File: src/rtl/front_panel_pkg.sv
// Shared definitions for the operator front panel and the CPU state machine.
// Holds the major-state encoding, switch indices and the lockout length.
package front_panel_pkg;

  typedef logic [3:0] cpu_state_t;

  localparam cpu_state_t ST_RESET  = 4'h0;
  localparam cpu_state_t ST_FETCH  = 4'h1;
  localparam cpu_state_t ST_DECODE = 4'h2;
  localparam cpu_state_t ST_EXEC   = 4'h3;
  localparam cpu_state_t ST_MEM_RD = 4'h4;
  localparam cpu_state_t ST_MEM_WR = 4'h5;
  localparam cpu_state_t ST_PANEL  = 4'h6;
  localparam cpu_state_t ST_HALT   = 4'hF;

  localparam int FP_LOCKOUT = 32;
  localparam int FP_NUM_SW  = 6;

  // Index order is also command priority: lowest index wins.
  typedef enum logic [2:0] {
    SW_CLEAR     = 3'd0,
    SW_ADDR_LOAD = 3'd1,
    SW_EXTD_ADDR = 3'd2,
    SW_DEP       = 3'd3,
    SW_EXAM      = 3'd4,
    SW_CONT      = 3'd5
  } sw_idx_e;

  function automatic logic [FP_NUM_SW-1:0] fp_first_set(input logic [FP_NUM_SW-1:0] v);
    return v & (~v + {{(FP_NUM_SW-1){1'b0}}, 1'b1});
  endfunction

endpackage

File: src/rtl/front_panel_if.sv
// Front panel bus: raw switch levels and CPU state in, command pulses and
// synchronized sing_step/halt levels out.
interface front_panel_if;
  import front_panel_pkg::*;

  logic       clear, extd_addr, addr_load, dep, exam, cont;
  logic       sing_step, halt;
  cpu_state_t state;
  logic       cleard, extd_addrd, addr_loadd, depd, examd, contd;
  logic       triggerd;
  logic       sing_stepd, haltd;

  modport slave (
    input  clear, extd_addr, addr_load, dep, exam, cont, sing_step, halt, state,
    output cleard, extd_addrd, addr_loadd, depd, examd, contd, triggerd,
           sing_stepd, haltd
  );

  modport master (
    output clear, extd_addr, addr_load, dep, exam, cont, sing_step, halt, state,
    input  cleard, extd_addrd, addr_loadd, depd, examd, contd, triggerd,
           sing_stepd, haltd
  );
endinterface

File: src/rtl/front_panel_switch.sv
// fp_switch: 2-flop synchronizer, rising-edge detect and registered arm for one
// panel switch. Optional lockout enabled by macro FP_DEBOUNCE_EN.
module fp_switch
  import front_panel_pkg::*;
(
  input  logic i_clk,
  input  logic i_reset,
  input  logic i_raw,
  output logic o_arm
);
  logic [1:0] r_sync;
  logic       r_hist;
  logic [1:0] r_warm;
  logic       r_arm;
  logic       w_rise;
  logic       w_take;

  // Edges are ignored until the synchronizer has refilled after reset, so a
  // switch already high at release is absorbed into the history.
  assign w_rise = r_sync[1] & ~r_hist & (r_warm == 2'd3);

`ifdef FP_DEBOUNCE_EN
  logic       r_locked;
  logic [4:0] r_low_cnt;

  assign w_take = w_rise & ~r_locked;

  always_ff @(posedge i_clk) begin
    if (i_reset) begin
      r_locked  <= 1'b0;
      r_low_cnt <= '0;
    end else if (w_take) begin
      r_locked  <= 1'b1;
      r_low_cnt <= '0;
    end else if (r_locked) begin
      if (r_sync[1]) begin
        r_low_cnt <= '0;
      end else if (r_low_cnt == 5'(FP_LOCKOUT - 1)) begin
        r_locked  <= 1'b0;
        r_low_cnt <= '0;
      end else begin
        r_low_cnt <= r_low_cnt + 5'd1;
      end
    end
  end
`else
  assign w_take = w_rise;
`endif

  always_ff @(posedge i_clk) begin
    if (i_reset) begin
      r_sync <= '0;
      r_hist <= 1'b0;
      r_warm <= '0;
      r_arm  <= 1'b0;
    end else begin
      r_sync <= {r_sync[0], i_raw};
      r_hist <= r_sync[1];
      if (r_warm != 2'd3) r_warm <= r_warm + 2'd1;
      r_arm  <= w_take;
    end
  end

  assign o_arm = r_arm;

endmodule

File: src/rtl/front_panel.sv
// Front panel command generator: six debounced switch pulses, priority and
// ST_HALT gating, triggerd after dep/exam. Lockout via macro FP_DEBOUNCE_EN.
module front_panel
  import front_panel_pkg::*;
(
  input  logic         clk,
  input  logic         reset,
  front_panel_if.slave bus
);
  logic [FP_NUM_SW-1:0] w_raw;
  logic [FP_NUM_SW-1:0] w_arm;
  logic [FP_NUM_SW-1:0] w_grant;
  logic [FP_NUM_SW-1:0] r_cmd;
  logic                 r_trig;
  logic [1:0]           r_ss_sync;
  logic [1:0]           r_halt_sync;

  assign w_raw = {bus.cont, bus.exam, bus.dep, bus.extd_addr, bus.addr_load, bus.clear};

  for (genvar gi = 0; gi < FP_NUM_SW; gi++) begin : g_sw
    fp_switch u_sw (
      .i_clk   (clk),
      .i_reset (reset),
      .i_raw   (w_raw[gi]),
      .o_arm   (w_arm[gi])
    );
  end

  // Arms outside ST_HALT and losing lower-priority arms are simply dropped.
  assign w_grant = (bus.state == ST_HALT) ? fp_first_set(w_arm) : '0;

  always_ff @(posedge clk) begin
    if (reset) begin
      r_cmd       <= '0;
      r_trig      <= 1'b0;
      r_ss_sync   <= '0;
      r_halt_sync <= '0;
    end else begin
      r_cmd       <= w_grant;
      r_trig      <= r_cmd[SW_DEP] | r_cmd[SW_EXAM];
      r_ss_sync   <= {r_ss_sync[0], bus.sing_step};
      r_halt_sync <= {r_halt_sync[0], bus.halt};
    end
  end

  assign bus.cleard     = r_cmd[SW_CLEAR];
  assign bus.addr_loadd = r_cmd[SW_ADDR_LOAD];
  assign bus.extd_addrd = r_cmd[SW_EXTD_ADDR];
  assign bus.depd       = r_cmd[SW_DEP];
  assign bus.examd      = r_cmd[SW_EXAM];
  assign bus.contd      = r_cmd[SW_CONT];
  assign bus.triggerd   = r_trig;
  assign bus.sing_stepd = r_ss_sync[1];
  assign bus.haltd      = r_halt_sync[1];

endmodule

File: src/flat_wrapper.sv
// flat-port wrapper written by rule: the top's interface ports become plain ports
module front_panel_flat import front_panel_pkg::*;
  (clk, reset, bus_clear, bus_extd_addr, bus_addr_load, bus_dep, bus_exam, bus_cont, bus_sing_step, bus_halt, bus_state, bus_cleard, bus_extd_addrd, bus_addr_loadd, bus_depd, bus_examd, bus_contd, bus_triggerd, bus_sing_stepd, bus_haltd);
  front_panel_if bus_i ();
  input  logic clk;
  input  logic reset;
  input wire logic [$bits(bus_i.clear)-1:0] bus_clear;
  input wire logic [$bits(bus_i.extd_addr)-1:0] bus_extd_addr;
  input wire logic [$bits(bus_i.addr_load)-1:0] bus_addr_load;
  input wire logic [$bits(bus_i.dep)-1:0] bus_dep;
  input wire logic [$bits(bus_i.exam)-1:0] bus_exam;
  input wire logic [$bits(bus_i.cont)-1:0] bus_cont;
  input wire logic [$bits(bus_i.sing_step)-1:0] bus_sing_step;
  input wire logic [$bits(bus_i.halt)-1:0] bus_halt;
  input wire logic [$bits(bus_i.state)-1:0] bus_state;
  output wire logic [$bits(bus_i.cleard)-1:0] bus_cleard;
  output wire logic [$bits(bus_i.extd_addrd)-1:0] bus_extd_addrd;
  output wire logic [$bits(bus_i.addr_loadd)-1:0] bus_addr_loadd;
  output wire logic [$bits(bus_i.depd)-1:0] bus_depd;
  output wire logic [$bits(bus_i.examd)-1:0] bus_examd;
  output wire logic [$bits(bus_i.contd)-1:0] bus_contd;
  output wire logic [$bits(bus_i.triggerd)-1:0] bus_triggerd;
  output wire logic [$bits(bus_i.sing_stepd)-1:0] bus_sing_stepd;
  output wire logic [$bits(bus_i.haltd)-1:0] bus_haltd;
  assign bus_i.clear = bus_clear;
  assign bus_i.extd_addr = bus_extd_addr;
  assign bus_i.addr_load = bus_addr_load;
  assign bus_i.dep = bus_dep;
  assign bus_i.exam = bus_exam;
  assign bus_i.cont = bus_cont;
  assign bus_i.sing_step = bus_sing_step;
  assign bus_i.halt = bus_halt;
  assign bus_i.state = bus_state;
  assign bus_cleard = bus_i.cleard;
  assign bus_extd_addrd = bus_i.extd_addrd;
  assign bus_addr_loadd = bus_i.addr_loadd;
  assign bus_depd = bus_i.depd;
  assign bus_examd = bus_i.examd;
  assign bus_contd = bus_i.contd;
  assign bus_triggerd = bus_i.triggerd;
  assign bus_sing_stepd = bus_i.sing_stepd;
  assign bus_haltd = bus_i.haltd;
  front_panel u_core (.clk(clk), .reset(reset), .bus(bus_i));
endmodule
File: config.mk
export PLATFORM = sky130hd
export DESIGN_NAME = front_panel_flat
export DESIGN_NICKNAME = d
export VERILOG_FILES = /design/src/rtl/front_panel_pkg.sv /design/src/rtl/front_panel_if.sv /design/src/rtl/front_panel_switch.sv /design/src/rtl/front_panel.sv /design/src/flat_wrapper.sv
export SDC_FILE = /design/constraint.sdc
export NUM_CORES = 1
export LEC_CHECK = 0
export CAP_MARGIN = 40
export CELL_PAD_IN_SITES_DETAIL_PLACEMENT = 2
export CELL_PAD_IN_SITES_GLOBAL_PLACEMENT = 2
export CORE_ASPECT_RATIO = 1.4
export CORE_MARGIN = 5
export CORE_UTILIZATION = 34
export CTS_CLUSTER_DIAMETER = 60
export DETAILED_ROUTE_END_ITERATION = 6
export GPL_TIMING_DRIVEN = 0
export PLACE_DENSITY_LB_ADDON = 0.1
export SLEW_MARGIN = 20
export SYNTH_ARGS = -nofsm -noshare
export SYNTH_HDL_FRONTEND = slang
export SYNTH_SLANG_ARGS = --single-unit
File: constraint.sdc
create_clock -name clk -period 1.1 [get_ports clk]
set_input_delay 0.11 -clock clk [delete_from_list [all_inputs] [get_ports clk]]
set_output_delay 0.11 -clock clk [all_outputs]
set_load 0.05 [all_outputs]
; Word-level counts from Yosys, hierarchy flattened
; Index checks and enable logic that the tools add are counted.
[op_classes]
n_eq_ne = 13
n_bitwise = 22
n_addsub = 7
n_reduce_logical = 1
[ops]
columns = op, n
row1 = 2-bit by 1-bit adder with 2-bit output (second input constant), 6
row2 = 1-bit AND, 12
row3 = 2-bit == test (second input constant), 6
row4 = 2-bit inequality test (second input constant), 6
row5 = 1-bit NOT, 7
row6 = 6-bit by 1-bit adder with 6-bit output (second input constant), 1
row7 = 6-bit AND, 1
row8 = 6-bit NOT, 1
row9 = 4-bit == test (second input constant), 1
row10 = 2-bit OR reduction, 1
row11 = 1-bit bitwise OR, 1
[word_totals]
regBits = 47
out_inout_bits = 9
word_cells = 71

; Depth between registers and ports, before layout
; Gate-level depths: netlist of run 1.
[logic_depth]
word_depth = 3
depth_mapped = 3
depth_no_buf = 3

; Modules after synthesis
; A second synthesis of run 1 with hierarchy kept.
[hier_totals]
hier_cells = 121
area_unflattened_um2 = 1511.4
[by_module_without_submodules]
columns = mod, seq_area_each_um2, cells_per_inst, area_per_inst_um2, n_inst
row1 = fp_switch, 120.1, 15, 193.9, 6
row2 = front_panel, 220.2, 31, 347.8, 1

; Worst setup path after synthesis of run 1
; No wires, ideal clock.
[synth_timing]
path_type = flip-flop to flip-flop
from = reg u_core.g_sw[0].u_sw.r_warm[0]
to = reg u_core.g_sw[0].u_sw.r_warm[1]
path_slack_ns = 0.234
path_buffers = 0
path_stages_with_launch = 4
arrival_ns = 0.748
synth_period_minus_slack_ns = 0.866
cell_sequence = dfxtp_1 ha_1 mux2i_1 nor2_1
[synth_via]
elab_chain_cells = 1
word_cells_on_any_way = 2
[synth_rtl]
columns = element, line
row1 = start: declaration, front_panel_switch.sv:13  ; logic [1:0] r_warm;
row2 = start signal: assignment, front_panel_switch.sv:59  ; if (r_warm != 2'd3) r_warm <= r_warm + 2'd1;
row3 = 2-bit by 1-bit adder with 2-bit output / 2-bit inequality test (equally long branches), front_panel_switch.sv:59
; Several ways; a longest one is shown, not always the timed one.
; A chain may end at the register's enable or synchronous reset.

; Final worst setup path of run 1
; Ends and elaborated chain as after synthesis.

==> impl_metrics.env, run 1 <==
export IMPL_status="finished, final reports clean"
export IMPL_post_synth_inst_count=124
export IMPL_post_cts_repair_setup_buffers=0
export IMPL_clock_latency_ns=0.29
export IMPL_cts_num_sinks=47
export IMPL_routed_wl_um=2790
export IMPL_synth_lib_cells_used_distinct=21
export IMPL_timing_reg2reg_setup_slack_ns=0.08
export IMPL_critPathLaunchType="flop"
export IMPL_hp_class="in2reg"
export IMPL_ys_warnings_count=0
export IMPL_number_of_antenna_violating_nets_in_the_routed_design=0
export IMPL_crit_path_max_fanout=3
export IMPL_core_mm2=0.00431
export IMPL_layout_drive_gt1_share_pct=17.5
export IMPL_global_route_wire_length_before_repair_um=4710
export IMPL_finalHoldViolations=0
export IMPL_relSlewSlack_pct=82.4
export IMPL_die_width_um=66.7
export IMPL_detail_placement_hpwl_um=2190
export IMPL_timing_critical_path_arrival_ns=1.20
export IMPL_tritoncts="built"
export IMPL_grt_antenna_before_repair=0
export IMPL_clockRootBuffer="sky130_fd_sc_hd__clkbuf_8"
export IMPL_setup_viol=0
export IMPL_initial_core_util_pct=35.5
export IMPL_drt_iter0_drc=21
export IMPL_chipHeight_um=89.3
export IMPL_rsz0062_at_grt="false"
export IMPL_synth_area_per_cell_um2=12.3
export IMPL_resized_gates_after_cts=37
export IMPL_static_leakage_power_nw=0.802
export IMPL_syn2layout_area_growth_pct=24.5
export IMPL_filler_cell_count=467
export IMPL_synth_edff_count=0
export IMPL_syn_cell_area_mm2=0.00153
export IMPL_hold_slack_ns=0.364
export IMPL_flip_flop_and_latch_count_after_synthesis=47
export IMPL_placementRows=28
export IMPL_final_nets=173
export IMPL_fraction_of_the_yosys_area_taken_by_sequential_cells_pct=61.6
export IMPL_worst_setup_path_end_kind="flop"
export IMPL_tightestPinTransition_ns=0.261
export IMPL_power_ir_vdd_worst_v=0.000993
export IMPL_drt_wl_cell_um=13.0
export IMPL_n_antenna_cell=0
export IMPL_detail_route_vias_per_cell=4.41
export IMPL_design_portCount=23
export IMPL_layout_min_cycle_time_ns=1.02
export IMPL_pwr_density_cell_mw_per_mm2=1890
export IMPL_drcViolationCount=0
export IMPL_grt_remaining_overflow=0
export IMPL_achievable_frequency_mhz=985
export IMPL_cts_htree_levels=2
export IMPL_first_global_vias=1040
export IMPL_dieArea_mm2=0.00595
export IMPL_numPortBuffers=22
export IMPL_gr_usage_all_layers_pct=10.9
export IMPL_fin_worst_skew_ns=0.00381
export IMPL_min_period_over_period_pct=92.3
export IMPL_post_cts_hold_buffer_count=0
export IMPL_ys_dominant_reg_cell="sky130_fd_sc_hd__dfxtp_1"
export IMPL_maxSlewViolCount=0
export IMPL_clkTransAtPathRegs_ns=0.08
export IMPL_maxCapViolCount=0
export IMPL_place_inst=206
export IMPL_total_cts_buffers=5
export IMPL_dr_total_vias=943
export IMPL_largest_net_degree_at_the_start_of_global_routing=15
export IMPL_synthesis_nets=144
export IMPL_synth_async_reset_ratio_pct=0
export IMPL_first_pass_iters=3
export IMPL_timing_critical_path_required_ns=1.28
export IMPL_path_class="reg2reg"
export IMPL_routabilityCongestion=0.646
export IMPL_instances_no_fill=214
export IMPL_clock_tree_buffer_depth=2
export IMPL_setup_tns_ns=0
[metal layers]
metal / vias to the layer above / share of wire [%] / track usage (%) / routed length [um]
met4: 0 / 2.2 / 5.55 / 61
met5: - / 0 / 0 / 0
met2: 25 / 56 / 21.5 / 1550
met3: 7 / 7.0 / 3.90 / 194
met1: 449 / 35 / 9.24 / 979
li1: 462 / - / - / -
[synth_stat cells (2+ instances only)]
cell                      instances  share of area, %
sky130_fd_sc_hd__buf_2            2              0.66
sky130_fd_sc_hd__mux2i_1          6               3.9
sky130_fd_sc_hd__inv_1            2              0.49
sky130_fd_sc_hd__buf_6            2               1.5
sky130_fd_sc_hd__nor2b_1         22               9.0
sky130_fd_sc_hd__dfxtp_1         47                62
sky130_fd_sc_hd__ha_1             6               4.9
sky130_fd_sc_hd__nor2_1          14               3.4
sky130_fd_sc_hd__xor2_1           6               3.4
sky130_fd_sc_hd__and3b_1          6               3.4
[registers in the layout (all words and copies together), names as in the netlist]
signal / count
u_core.r_halt_sync: 2
u_core.bus.triggerd: 1
u_core.g_sw.u_sw.r_warm: 12
u_core.g_sw.u_sw.r_hist: 6
u_core.r_cmd: 6
u_core.g_sw.u_sw.r_sync: 12
u_core.r_ss_sync: 2
u_core.g_sw.u_sw.o_arm: 6
[path summary, 6_finish.rpt]
path                                                     from                       endpoint  cells past startpoint
worst max-delay path            u_core.g_sw[0].u_sw.r_warm[0]  u_core.g_sw[0].u_sw.r_warm[1]                      3
worst min-delay path                                bus_clear  u_core.g_sw[0].u_sw.r_sync[0]                      2
worst max register to register  u_core.g_sw[0].u_sw.r_warm[0]  u_core.g_sw[0].u_sw.r_warm[1]                      3
worst min register to register  u_core.g_sw[4].u_sw.r_sync[0]  u_core.g_sw[4].u_sw.r_sync[1]                      1
[cells by family (layout without fill, tap and decap cells)]
group         after synthesis  in the layout  synth area share [%]
buf+inv                     6             36                  2.62
simple gates               53             53                  23.5
mux                         6              6                  3.93
fa+ha+maj                   6              6                  4.91
flops                      47             47                  61.6
xor+xnor                    6              6                  3.44
[worst max-delay path, cell delays in order (launching register included)]
cell and delay [ns]:
sky130_fd_sc_hd__dfxtp_1 0.37, sky130_fd_sc_hd__ha_2 0.24, sky130_fd_sc_hd__mux2i_2 0.23, sky130_fd_sc_hd__nor2_1 0.07
[through the flow]
stage / worst slack, ns / util (%) / area [um2] / power, mW
final: 0.0846 / 44.1 / 1900 / 3.59
after global routing: 0.00324 / 44.1 / 1900 / 3.79
after CTS: 0.00177 / 44.7 / 1920 / 3.63
after detailed placement: -0.169 / 42.3 / 1820 / 2.35
after global placement: -0.158 / 42.3 / 1820 / 2.29
after floorplan: 0.234 / - / 1530 / 2.20
[cells in the final DEF, fill, tap and decap left out, drive strengths merged]
cell type      count
nor4b              1
nand2b             1
dfxtp             47
clkdlybuf4s50     13
xor2               6
bufinv             1
clkinv             1
ha                 6
nor3               2
nor2b             22
clkbuf             6
and3b              6
mux2i              6
nor4               2
nand4bb            2
or3b               1
nor3b              1
buf               13
inv                2
nor2              14
nand4              1
[final cells by class]
| class | count | area (um2) | area share [%] |
|---|---|---|---|
| plain buffers | 4 | 32.5 | 1.71 |
| clock buffers | 6 | 82.6 | 4.34 |
| clock inverters | 2 | 35.0 | 1.84 |
| inverters | 2 | 7.51 | 0.395 |
| multi-input cells | 71 | 553 | 29.1 |
| flip-flops and latches | 47 | 941 | 49.5 |
| well taps | 60 | 75.1 | 3.95 |
| repair buffers | 22 | 175 | 9.21 |
[power by group]
group	internal [mW]	leakage, nW	total [mW]	switching (mW)
sequential	1.84	0.386	1.91	0.0733
combinational	0.218	0.355	0.405	0.187
clock	0.735	0.0612	1.27	0.538
total	2.79	0.802	3.59	0.798
No activity file was read; power rests on OpenSTA's default activity.
==> run 2: changes to the inputs <==
- CORE_MARGIN: 5 -> not set
==> run 2 against run 1 <==
Effect of this change: setup slack better by 0.021 ns; total power down 5.3%; first-iteration DRC count down 76%; combinational power down 6.7%; global-route usage up 2.1 points; clock power down 13%; critical path depth down 2; sequential power about the same; highest routed layer unchanged; clock-buffer cell count up 2; maximum frequency up 2.1%; worst hold slack worse by 0.0047 ns.
==> impl_metrics.env, run 2 (synthesized netlist as in run 1, its figures left out) <==
export IMPL_fin_worst_skew_ns=0.00463
export IMPL_grt_remaining_overflow=0
export IMPL_numPortBuffers=22
export IMPL_dieArea_mm2=0.00477
export IMPL_syn2layout_area_growth_pct=22.9
export IMPL_drcViolationCount=0
export IMPL_pwr_density_cell_mw_per_mm2=1810
export IMPL_final_nets=173
export IMPL_clock_latency_ns=0.30
export IMPL_maxCapViolCount=0
export IMPL_setup_slack_of_the_critical_path_after_layout_ns=0.105
export IMPL_clockRootBuffer="sky130_fd_sc_hd__clkbuf_8"
export IMPL_path_class="reg2out"
export IMPL_total_cts_buffers=5
export IMPL_first_global_vias=999
export IMPL_switching_power_mw=0.784
export IMPL_tritoncts="built"
export IMPL_clkTransAtPathRegs_ns=0.08
export IMPL_finalHoldViolations=0
export IMPL_crit_path_max_fanout=2
export IMPL_layout_min_cycle_time_ns=0.995
export IMPL_timing_critical_path_arrival_ns=0.88
export IMPL_routed_wl_um=2620
export IMPL_chipHeight_um=81.3
export IMPL_timing_critical_path_required_ns=0.99
export IMPL_static_leakage_power_nw=0.792
export IMPL_largest_net_degree_at_the_start_of_global_routing=14
export IMPL_initial_core_util_pct=35.7
export IMPL_achievable_frequency_mhz=1010
export IMPL_setup_viol=0
export IMPL_n_antenna_cell=0
export IMPL_worst_path_largest_cell_delay_ns=0.33
export IMPL_cp_buffers_inverters=1
export IMPL_worst_setup_path_end_kind="primary output"
export IMPL_dpl_worst_slack_ns=-0.182
export IMPL_post_cts_hold_buffer_count=0
export IMPL_critPathLaunchType="flop"
export IMPL_drt_iter0_drc=5
export IMPL_cp_cell_sequence="buf_2"
export IMPL_relSlewSlack_pct=79.7
export IMPL_detail_placement_hpwl_um=1950
export IMPL_setup_tns_ns=0
export IMPL_sequential_share_of_power_pct=56.1
export IMPL_layout_cells_most_common_list="sky130_fd_sc_hd__dfxtp_1, sky130_fd_sc_hd__nor2b_1, sky130_fd_sc_hd__nor2_1"
export IMPL_critical_path_top_delay_family="flip-flops"
export IMPL_layout_drive_gt1_share_pct=15.6
export IMPL_layout_area_seq_um2=941
export IMPL_post_cts_repair_setup_buffers=0
export IMPL_min_period_over_period_pct=90.4
export IMPL_hp_class="in2reg"
export IMPL_area_of_the_multi_input_gates_um2=547
export IMPL_global_route_wire_length_before_repair_um=4400
export IMPL_final_core_util_pct=43.9
export IMPL_layout_cells_most_common="sky130_fd_sc_hd__dfxtp_1"
export IMPL_power_frac_comb_pct=11.1
export IMPL_critical_path_slowest_cell="sky130_fd_sc_hd__dfxtp_1"
export IMPL_grt_antenna_before_repair=0
export IMPL_internal_power_mw=2.61
export IMPL_rsz0062_at_grt="false"
export IMPL_routabilityCongestion=0.621
export IMPL_resized_gates_after_cts=37
export IMPL_layout_top_registers="u_core.g_sw.u_sw.r_sync x12, u_core.g_sw.u_sw.r_warm x12"
export IMPL_maxSlewViolCount=0
export IMPL_core_mm2=0.00427
export IMPL_tightestPinTransition_ns=0.301
export IMPL_design_portCount=23
export IMPL_clock_tree_buffer_depth=2
export IMPL_gr_usage_all_layers_pct=13.0
export IMPL_layout_cell_area_non_filler_mm2=0.00188
export IMPL_placementRows=28
export IMPL_cts_htree_levels=2
export IMPL_die_width_um=58.7
export IMPL_filler_cell_count=461
export IMPL_placed_cell_area_mm2=0.00182
export IMPL_drt_wl_cell_um=12.3
export IMPL_number_of_antenna_violating_nets_in_the_routed_design=0
export IMPL_cts_num_sinks=47
export IMPL_detail_route_vias_per_cell=4.47
export IMPL_power_ir_vdd_worst_v=0.000978
export IMPL_clockPowerShare_pct=32.8
export IMPL_status="finished, final reports clean"
export IMPL_p_sw_share_pct=23.1
export IMPL_dr_total_vias=956
export IMPL_first_pass_iters=3
==> run 2: worst register-to-register path, stage by stage (launching register included) <==
cell                        delay [ns]
sky130_fd_sc_hd__dfxtp_1          0.33
sky130_fd_sc_hd__nand4bb_4        0.24
sky130_fd_sc_hd__nor4_1           0.31
==> run 2: power by group through the flow <==
stage / sequential [mW] / combinational (mW) / clock, mW
floorplan: 1.94 / 0.266 / 0
global placement: 1.94 / 0.358 / 0
detailed placement: 1.95 / 0.394 / 0
CTS: 1.91 / 0.394 / 1.17
global route: 1.92 / 0.440 / 1.23
finish: 1.91 / 0.378 / 1.11
==> run 2: layout make-up <==
class                           count  share of cell area, %
Sequential cell                    47                   50.1
Timing Repair Buffer               22                   9.33
Buffer                              4                   1.73
Inverter                            2                  0.400
Tap cell                           60                   4.00
Multi-Input combinational cell     71                   29.1
Clock buffer                        8                   5.33
==> run 2: final timing paths <==
path                                  from                             to  slack (ns)  cells after the start
max                        u_core.r_cmd[3]                       bus_depd        0.11                      1
min                              bus_clear  u_core.g_sw[0].u_sw.r_sync[0]        0.36                      2
max reg2reg      u_core.g_sw[1].u_sw.o_arm                u_core.r_cmd[4]        0.11                      2
min reg2reg  u_core.g_sw[5].u_sw.r_sync[0]  u_core.g_sw[5].u_sw.r_sync[1]        0.44                      1
==> run 2: per-layer routing <==
| layer | vias up | GRT usage (%) | share of wire (%) |
|---|---|---|---|
| met1 | 463 | 12.0 | 36 |
| li1 | 463 | - | - |
| met5 | - | 0 | 0 |
| met4 | 0 | 6.43 | 1.4 |
| met3 | 4 | 3.82 | 5.3 |
| met2 | 26 | 25.1 | 57 |
==> run 2: metrics by stage <==
step	cells	hold WS [ns]	power, mW
detailed placement	206	0.428	2.34
CTS	214	0.353	3.47
global route	214	0.370	3.59
finish	214	0.360	3.40
floorplan	124	0.189	2.20
global placement	206	0.421	2.29
